**config.mk**
```make
export PLATFORM = sky130hd
export DESIGN_NAME = cdc_xfer_arbiter
export DESIGN_NICKNAME = d
export VERILOG_FILES = /design/src/rtl/cdc_xfer_arbiter.sv
export SDC_FILE = /design/constraint.sdc
export NUM_CORES = 1
export LEC_CHECK = 0
export ABC_AREA = 1
export ABC_CLOCK_PERIOD_IN_PS = 1600
export CORE_MARGIN = 2
export CORE_UTILIZATION = 43
export DETAILED_ROUTE_END_ITERATION = 10
export GPL_ROUTABILITY_DRIVEN = 0
export GPL_TIMING_DRIVEN = 1
export PLACE_DENSITY = 0.81
export SKIP_LAST_GASP = 1
export SYNTH_ARGS = -nofsm -noshare
export SYNTH_HDL_FRONTEND = slang
export SYNTH_SLANG_ARGS = --single-unit
```
**constraint.sdc**
```tcl
create_clock -name clock_a -period 1.6 [get_ports clock_a]
set_clock_uncertainty 0.05 [all_clocks]
set_input_delay 0.24 -clock clock_a [delete_from_list [all_inputs] [get_ports clock_a]]
set_output_delay 0.24 -clock clock_a [all_outputs]
set_load 0.02 [all_outputs]
```
**src/rtl/cdc_xfer_arbiter.sv**
```systemverilog
// Round-robin arbiter in front of a clock_a -> clock_b 4-phase req/ack data channel.
// One requester is granted, its word is captured, and xfer_req is raised. The receiver
// samples xfer_data only after it has synchronised xfer_req, so the data bus is never
// synchronised bit by bit. xfer_ack comes back asynchronously and is synchronised here.
module cdc_xfer_arbiter #(
  parameter int NUM_REQ     = 4,
  parameter int DATA_W      = 8,
  parameter int SYNC_STAGES = 2,
  parameter int TIMEOUT     = 255
) (
  input  logic                       clock_a,
  input  logic                       rst_n,
  input  logic [NUM_REQ-1:0]         req_valid_i,
  input  logic [NUM_REQ*DATA_W-1:0]  req_data_i,
  output logic [NUM_REQ-1:0]         req_ready_o,
  output logic                       xfer_req_o,
  output logic [DATA_W-1:0]          xfer_data_o,
  output logic [$clog2(NUM_REQ)-1:0] xfer_src_o,
  input  logic                       xfer_ack_i,
  output logic                       busy_o,
  output logic                       timeout_err_o,
  input  logic                       err_clr_i
);
  localparam int SRC_W = $clog2(NUM_REQ);
  // A zero TIMEOUT disables the counter; keep it one bit wide so it stays legal.
  localparam int CNT_W = (TIMEOUT > 0) ? $clog2(TIMEOUT + 1) : 1;
  localparam logic [CNT_W-1:0] TO_LAST = CNT_W'(TIMEOUT - 1);
  localparam logic [CNT_W-1:0] TO_MAX  = CNT_W'(TIMEOUT);

  typedef enum logic [1:0] {ST_IDLE, ST_REQ, ST_RELEASE} state_t;

  state_t                         state_q;
  logic [SRC_W-1:0]               ptr_q;
  logic [SYNC_STAGES-1:0]         ack_sync_q;
  logic                           req_q;
  logic [DATA_W-1:0]              data_q;
  logic [SRC_W-1:0]               src_q;
  logic                           err_q;
  logic [CNT_W-1:0]               cnt_q;
  logic [NUM_REQ-1:0][DATA_W-1:0] words;
  logic                           ack_s;
  logic                           grant_any;
  logic [SRC_W-1:0]               grant_idx;
  logic                           to_fire;

  assign words = req_data_i;
  assign ack_s = ack_sync_q[SYNC_STAGES-1];
  assign to_fire = (TIMEOUT != 0) && (cnt_q == TO_LAST);

  // (base + off) modulo NUM_REQ, for off < NUM_REQ.
  function automatic logic [SRC_W-1:0] rr_idx(input logic [SRC_W-1:0] base, input int off);
    int s;
    s = int'(base) + off;
    if (s >= NUM_REQ) s = s - NUM_REQ;
    return SRC_W'(s);
  endfunction

  // Ack synchroniser: raw xfer_ack never reaches the FSM.
  always_ff @(posedge clock_a or negedge rst_n) begin
    if (!rst_n) ack_sync_q <= '0;
    else        ack_sync_q <= {ack_sync_q[SYNC_STAGES-2:0], xfer_ack_i};
  end

  // Round-robin search from ptr upward with wrap; scanning downward lets the nearest win.
  always_comb begin
    grant_any = 1'b0;
    grant_idx = '0;
    for (int k = NUM_REQ - 1; k >= 0; k--) begin
      if (req_valid_i[rr_idx(ptr_q, k)]) begin
        grant_any = 1'b1;
        grant_idx = rr_idx(ptr_q, k);
      end
    end
  end

  // Grant is only offered while idle, so at most one word per handshake.
  always_comb begin
    req_ready_o = '0;
    if (state_q == ST_IDLE && grant_any) req_ready_o = NUM_REQ'(1) << grant_idx;
  end

  // Handshake FSM with capture register, RR pointer, timeout counter and sticky error.
  always_ff @(posedge clock_a or negedge rst_n) begin
    if (!rst_n) begin
      state_q <= ST_IDLE;
      ptr_q   <= '0;
      req_q   <= 1'b0;
      data_q  <= '0;
      src_q   <= '0;
      err_q   <= 1'b0;
      cnt_q   <= '0;
    end else begin
      // Clear first so a timeout set further down on the same edge takes priority.
      if (err_clr_i) err_q <= 1'b0;
      case (state_q)
        ST_IDLE: begin
          if (grant_any) begin
            data_q  <= words[grant_idx];
            src_q   <= grant_idx;
            req_q   <= 1'b1;
            ptr_q   <= rr_idx(grant_idx, 1);
            cnt_q   <= '0;
            state_q <= ST_REQ;
          end
        end
        ST_REQ: begin
          if (ack_s || to_fire) begin
            // On timeout the word is abandoned; the receiver may still see it.
            if (!ack_s) err_q <= 1'b1;
            req_q   <= 1'b0;
            cnt_q   <= '0;
            state_q <= ST_RELEASE;
          end else begin
            cnt_q <= cnt_q + CNT_W'(1);
          end
        end
        ST_RELEASE: begin
          if (!ack_s) begin
            state_q <= ST_IDLE;
          end else begin
            // Ack stuck high: flag once, keep waiting for it to drop.
            if (to_fire) err_q <= 1'b1;
            if (cnt_q != TO_MAX) cnt_q <= cnt_q + CNT_W'(1);
          end
        end
        default: state_q <= ST_IDLE;
      endcase
    end
  end

  assign xfer_req_o    = req_q;
  assign xfer_data_o   = data_q;
  assign xfer_src_o    = src_q;
  assign busy_o        = (state_q != ST_IDLE);
  assign timeout_err_o = err_q;
endmodule

```
==> impl_metrics.yaml, run 1 <==
logic_synthesis:
  postSynthAreaPerCell_um2: 6.78
  syn-num-nets: 335
  yosys.area.top_type: "dfrtp_1"
  synth_warnings: 0
  synth_edf_count: 0
  netlist_instances: 289
  synth-seq-cells: 26
  async_reset_ff_share_pct: 100
  yosysMostFrequentCell: "nand2_1"
  ys_types: 31
  synthTopCellsByArea: "dfrtp_1 (33%), nand2_1 (15%), inv_1 (11%)"
  synth_top_area_share_pct: 33.2
  synth.cell_area_um2: 1960
  ys.flop_type: "dfrtp_1"
  ys_top_cells_by_count: "nand2_1 (76), inv_1 (59), nand3_1 (43)"
  ys_seq_area_share_pct: 33.2
timing:
  timing.final.crit_share_pct: 135
  fin_crit_ns: 2.16
  setup_viol: 27
  hold_violations: 0
  fin_ws_ns: -0.559
  slew_headroom_pct: 77.7
  rsz0062_at_grt: "yes"
  report.final.slew_viol_count: 0
  max_freq_ghz: 0.463
  worst_pin_slew_ns: 0.334
die:
  rows: 24
  dieArea_um2: 5110
  die_height_um: 71.5
  ios: 57
  die_w_um: 71.5
  coreArea_um2: 4380
  initial_core_util_pct: 44.7
setup_path:
  critPathSlowestCell: "dfrtp_1"
  cp.required_ns: 1.31
  critPathKind: "reg -> out"
  crit_arrival_ns: 1.87
  reg2reg_from: "ptr_q[0]"
  r2r.worst_path.cells: 11
  start_kind: "flop"
  critPathMaxStageDelay_ns: 0.44
  worstPathCellList: "buf_12 -> nand2_1 -> o21ai_4 -> nor2_2 -> nor2_2 -> nand3_4 -> nand2_4 -> nor2_4 -> inv_2 -> nor2_4 -> buf_6"
  critPathLaunch: "ptr_q[0]"
  critical_path.endpoint_type: "primary output"
  worstPathMaxFanout: 7
clocking:
  cts_tree: "built"
  clk_pin_slew_ns: 0.09
  cts_root_buf: "clkbuf_8"
  clkLatencyLatePin_ns: 0.27
  ctsHoldBuffers: 0
  htreeDepth: 1
  clockBufferDepth: 2
  cts.sinks: 26
  cts_buffers: 3
global_route:
  gr-usage-met3_pct: 2.53
  antenna_found_initial: 0
  grt_pass1_vias: 2057
  grt_pass1_wl_mm: 8.75
  grt_max_degree: 27
  grt_util_met2_pct: 37.8
  grt_most_used_layer: "met2"
  grtUsageTotal_pct: 21.0
  grt_util_met1_pct: 26.6
  gr-total-overflow: 0
routing:
  routed_wl_mm: 5.04
  drc_errors: 0
  num_vias: 2089
  viasPerCell: 4.80
  drtPass1Iterations: 4
  drt_iter0_markers: 87
  detail-route-antenna-nets: 0
  wire_per_inst_um: 11.6
pwr:
  ir_drop_v: 0.00114
  p_leak_nw: 1.58
  p_per_area_nw_per_um2: 2070
placement:
  place.port_buffers: 56
  place_ws_ns: -0.937
  dpl.hpwl_mm: 3.80
final_layout:
  num-nets-final: 430
  layout-drive-gt1-share_pct: 25.6
  antenna_cells: 0
  area_delta_synth_final_pct: 53.0
  final_util_pct: 68.4
job:
  cap_violations: 0
outcome:
  status: "finished, violations left"
  violations: "negative setup slack"
min_path:
  hp-class: "in -> async"
==> layout make-up <==
class | instances | area (um2)
fill | 361 | 1390
timing repair buffer | 96 | 871
tap | 52 | 65.1
multi-input combinational | 194 | 1090
clock inverter | 1 | 30.0
timing repair inverter | 1 | 7.51
sequential | 26 | 652
clock buffer | 3 | 41.3
inverter | 62 | 239
==> power breakdown <==
group,switching (W),total [W],internal (W)
Sequential,0.000162,0.00104,0.000875
Clock,0.000210,0.000545,0.000335
Combinational,0.00264,0.00463,0.00199
==> timing repair <==
action,4_1_cts,5_1_grt
setup buffers,2,1
gates cloned,1,0
pin swaps,3,6
resized for setup,35,12
setup endpoints to repair,28,30
==> kinds of logic (layout without fill, tap and decap cells) <==
kind of cell	after synthesis	in the layout	share of synthesized area, %
fa+ha+maj	6	6	3.83
compound gates	25	25	7.67
xor+xnor	3	3	1.73
flops	26	26	33.2
simple gates	160	160	38.7
buf+inv	69	163	14.9
==> state kept, by name, indices dropped and copies added, names as in the netlist <==
signal,cells
ptr_q,2
xfer_req_o,1
timeout_err_o,1
xfer_data_o,8
xfer_src_o,2
cnt_q,8
ack_sync_q,2
state_q,2
==> metal layers <==
layer / share of wire, % / routed length (um)
met3: 3.3 / 167
met5: 0 / 0
met2: 51 / 2580
met4: 0.95 / 48
met1: 44 / 2240
==> worst max-delay path, delay by kind of cell, from the launching register on <==
family                 cells  cell delay (ns)
AND/OR/NAND/NOR            7             0.72
buffers and inverters      3             0.36
flip-flops                 1             0.44
AO/OA/AOI/OAI              1             0.07
==> worst paths after layout <==
check / end / slack (ns)
hold reg to reg: ack_sync_q[1] / 0.31
setup / recovery: req_ready_o[0] / -0.56
hold / removal: timeout_err_o / 0.28
max in group asynchronous: ptr_q[1] / 0.96
min in group clock_a: ack_sync_q[1] / 0.31
setup reg to reg: xfer_src_o[0] / -0.46
==> metrics by stage <==
step                power [W]  hold WS, ns  instance area [um2]  setup TNS (ns)  instances
floorplan             0.00387       -0.106                 1990           -1.65        289
global placement      0.00532        0.284                 2850          -12.32        427
detailed placement    0.00542        0.296                 2850          -13.62        427
CTS                   0.00611        0.284                 2960           -7.76        434
global route          0.00676        0.304                 3000          -11.36        435
finish                0.00621        0.277                 3000           -8.25        435
==> layout by cell type (no fill, tap or decap), drive strengths merged <==
master,n
dfrtp,26
clkinvlp,2
a21oi,4
o211ai,1
nand2,93
buf,45
o2111ai,1
clkbuf,3
o31ai,1
nand3b,1
inv,61
nor2,16
xnor2,1
nor3,2
o21bai,1
o21ai,16
nand4,2
ha,6
o22ai,1
clkdlybuf4s50,49
nand3,46
xor2,2
dlymetal6s2s,2
bufinv,1
Power figures use the tool's default switching activity.
==> run 2, diff against run 1 <==
- ABC_CLOCK_PERIOD_IN_PS: 1600 -> 2340
- CORE_MARGIN: 2 -> 1
- CORE_UTILIZATION: 43 -> 45
- clock period: 1.6 -> 2.34 ns (I/O delays scaled with it)
==> run 2 against run 1 <==
The run now ends clean. First-iteration DRC count is 18% higher. Count of clock-buffer cells in the layout up 1. Clock power down 47%. Critical endpoint unchanged. Largest cell class unchanged. Largest power group unchanged.
==> impl_metrics.yaml, run 2 (synthesis results as in run 1) <==
pwr:
  pwr-share-seq_pct: 17.5
  switchingPower_w: 0.00202
  p_per_area_nw_per_um2: 1420
  pwr-share-comb_pct: 75.4
  p_leak_nw: 1.53
  internal-power_w: 0.00207
  switching_share_pct: 49.4
  total_power_w: 0.00408
  p_clk_share_pct: 7.1
  ir_drop_v: 0.000810
timing:
  setup_viol: 0
  report.final.slew_viol_count: 0
  hold-worst-slack_ns: 0.308
  max_freq_ghz: 0.431
  hold_violations: 0
  fin_crit_ns: 2.32
  rsz0062_at_grt: "yes"
  slew_headroom_pct: 74.3
  timing.final.crit_share_pct: 99.1
  worst_pin_slew_ns: 0.381
routing:
  routed_wl_mm: 5.02
  drc_errors: 0
  top_layer: "met4"
  wl_met2_mm: 2.70
  wire_per_inst_um: 12.0
  drtPass1Iterations: 4
  drt_iter0_markers: 103
  num_vias: 2082
  detail-route-antenna-nets: 0
  viasPerCell: 4.97
  wl_met3_um: 188
  wl_met1_mm: 2.08
min_path:
  min_from: "ack_sync_q[0]"
  min_path_cells: 0
  min_to: "ack_sync_q[1]"
  hp-class: "reg -> reg"
clocking:
  cts_buffers: 3
  cts.sinks: 26
  htreeDepth: 1
  ctsHoldBuffers: 0
  cts_tree: "built"
  clk_pin_slew_ns: 0.08
  cts_root_buf: "clkbuf_8"
  clkLatencyLatePin_ns: 0.28
  clockBufferDepth: 2
final_layout:
  area_delta_synth_final_pct: 46.9
  num-nets-final: 416
  final_common_cell: "nand2_1"
  final_util_pct: 70.4
  fin_cells: 419
  layout-drive-gt1-share_pct: 21.7
  antenna_cells: 0
  final_cell_mix: "nand2_1 (71), inv_1 (56), clkdlybuf4s50_1 (50), nand3_1 (40), buf_4 (27)"
outcome:
  status: "finished, final reports clean"
die:
  die_w_um: 68.0
  initial_core_util_pct: 47.9
  dieArea_um2: 4620
  coreArea_um2: 4090
  ios: 57
  die_height_um: 68.0
  rows: 23
setup_path:
  start_kind: "input pin"
  r2r.worst_path.cells: 12
  crit_arrival_ns: 1.92
  critPathKind: "in -> out"
  reg2reg_from: "ptr_q[0]"
  cp.required_ns: 1.94
  worstPathMaxFanout: 4
  ff2ff_setup_slack_ns: 0.33
  critical_path.endpoint_type: "primary output"
  rr_endpoint: "xfer_src_o[0]"
placement:
  placed_cells: 414
  dpl.hpwl_mm: 3.94
  place.port_buffers: 56
global_route:
  grt_pass1_wl_mm: 8.25
  antenna_found_initial: 0
  grtUsageTotal_pct: 23.6
  grt_pass1_vias: 2025
  gr-total-overflow: 0
  grt_max_degree: 27
job:
  cap_violations: 0
## run 2: what timing repair did
item                       4_1_cts  5_1_grt
cloned                           0        0
setup endpoints to repair        4        4
pin swaps                        0        7
buffers inserted                 0        1
resized for setup               18       30
## run 2: per-layer routing
layer	global-route usage, %	up-vias
met1	27.2	977
met5	0	-
li1	-	1052
met4	7.29	0
met3	5.33	6
met2	42.8	47
## run 2: power groups by stage
stage	Clock, W	Combinational, W	Sequential [W]
2_1_floorplan	0	0.00178	0.000793
3_3_place_gp	0	0.00281	0.000700
3_5_place_dp	0	0.00289	0.000701
4_1_cts	0.000297	0.00288	0.000699
5_1_grt	0.000312	0.00341	0.000732
6_report	0.000291	0.00308	0.000714
## run 2: cell type report
| type | count | area [um2] |
|---|---|---|
| fill | 350 | 1210 |
| multi-input combinational | 194 | 1100 |
| clock buffer | 4 | 55.1 |
| timing repair buffer | 83 | 773 |
| sequential | 26 | 652 |
| tap | 50 | 62.6 |
| inverter | 62 | 233 |
## run 2: critical path, stage by stage
cell and delay [ns]:
clkdlybuf4s50_1 0.49, inv_1 0.06, nand2_1 0.13, nand3_2 0.10, nand2_2 0.09, nand3_4 0.10
nand3_4 0.10, nand2_4 0.07, nor2_4 0.14, inv_2 0.06, nor2_4 0.09, buf_6 0.12
## run 2: worst max-delay path by stage
stage,slack (ns),startpoint,depth (start not counted),endpoint
3_3_place_gp,-0.37,req_valid_i[3],12,req_ready_o[2]
3_5_place_dp,-0.43,req_valid_i[3],12,req_ready_o[0]
2_1_floorplan,0.22,ptr_q[0],11,req_ready_o[0]
5_1_grt,-0.03,ptr_q[0],11,req_ready_o[0]
6_report,0.02,req_valid_i[2],12,req_ready_o[0]
4_1_cts,0.02,ptr_q[0],10,req_ready_o[0]
## run 2: per-stage QoR
stage | TNS (ns) | setup WS (ns) | area, um2
final | 0 | 0.0203 | 2880
after global routing | -0.0849 | -0.0337 | 2880
after CTS | 0 | 0.0162 | 2770
after detailed placement | -1.65 | -0.430 | 2720
after global placement | -1.46 | -0.372 | 2720
after floorplan | 0 | 0.222 | 1960
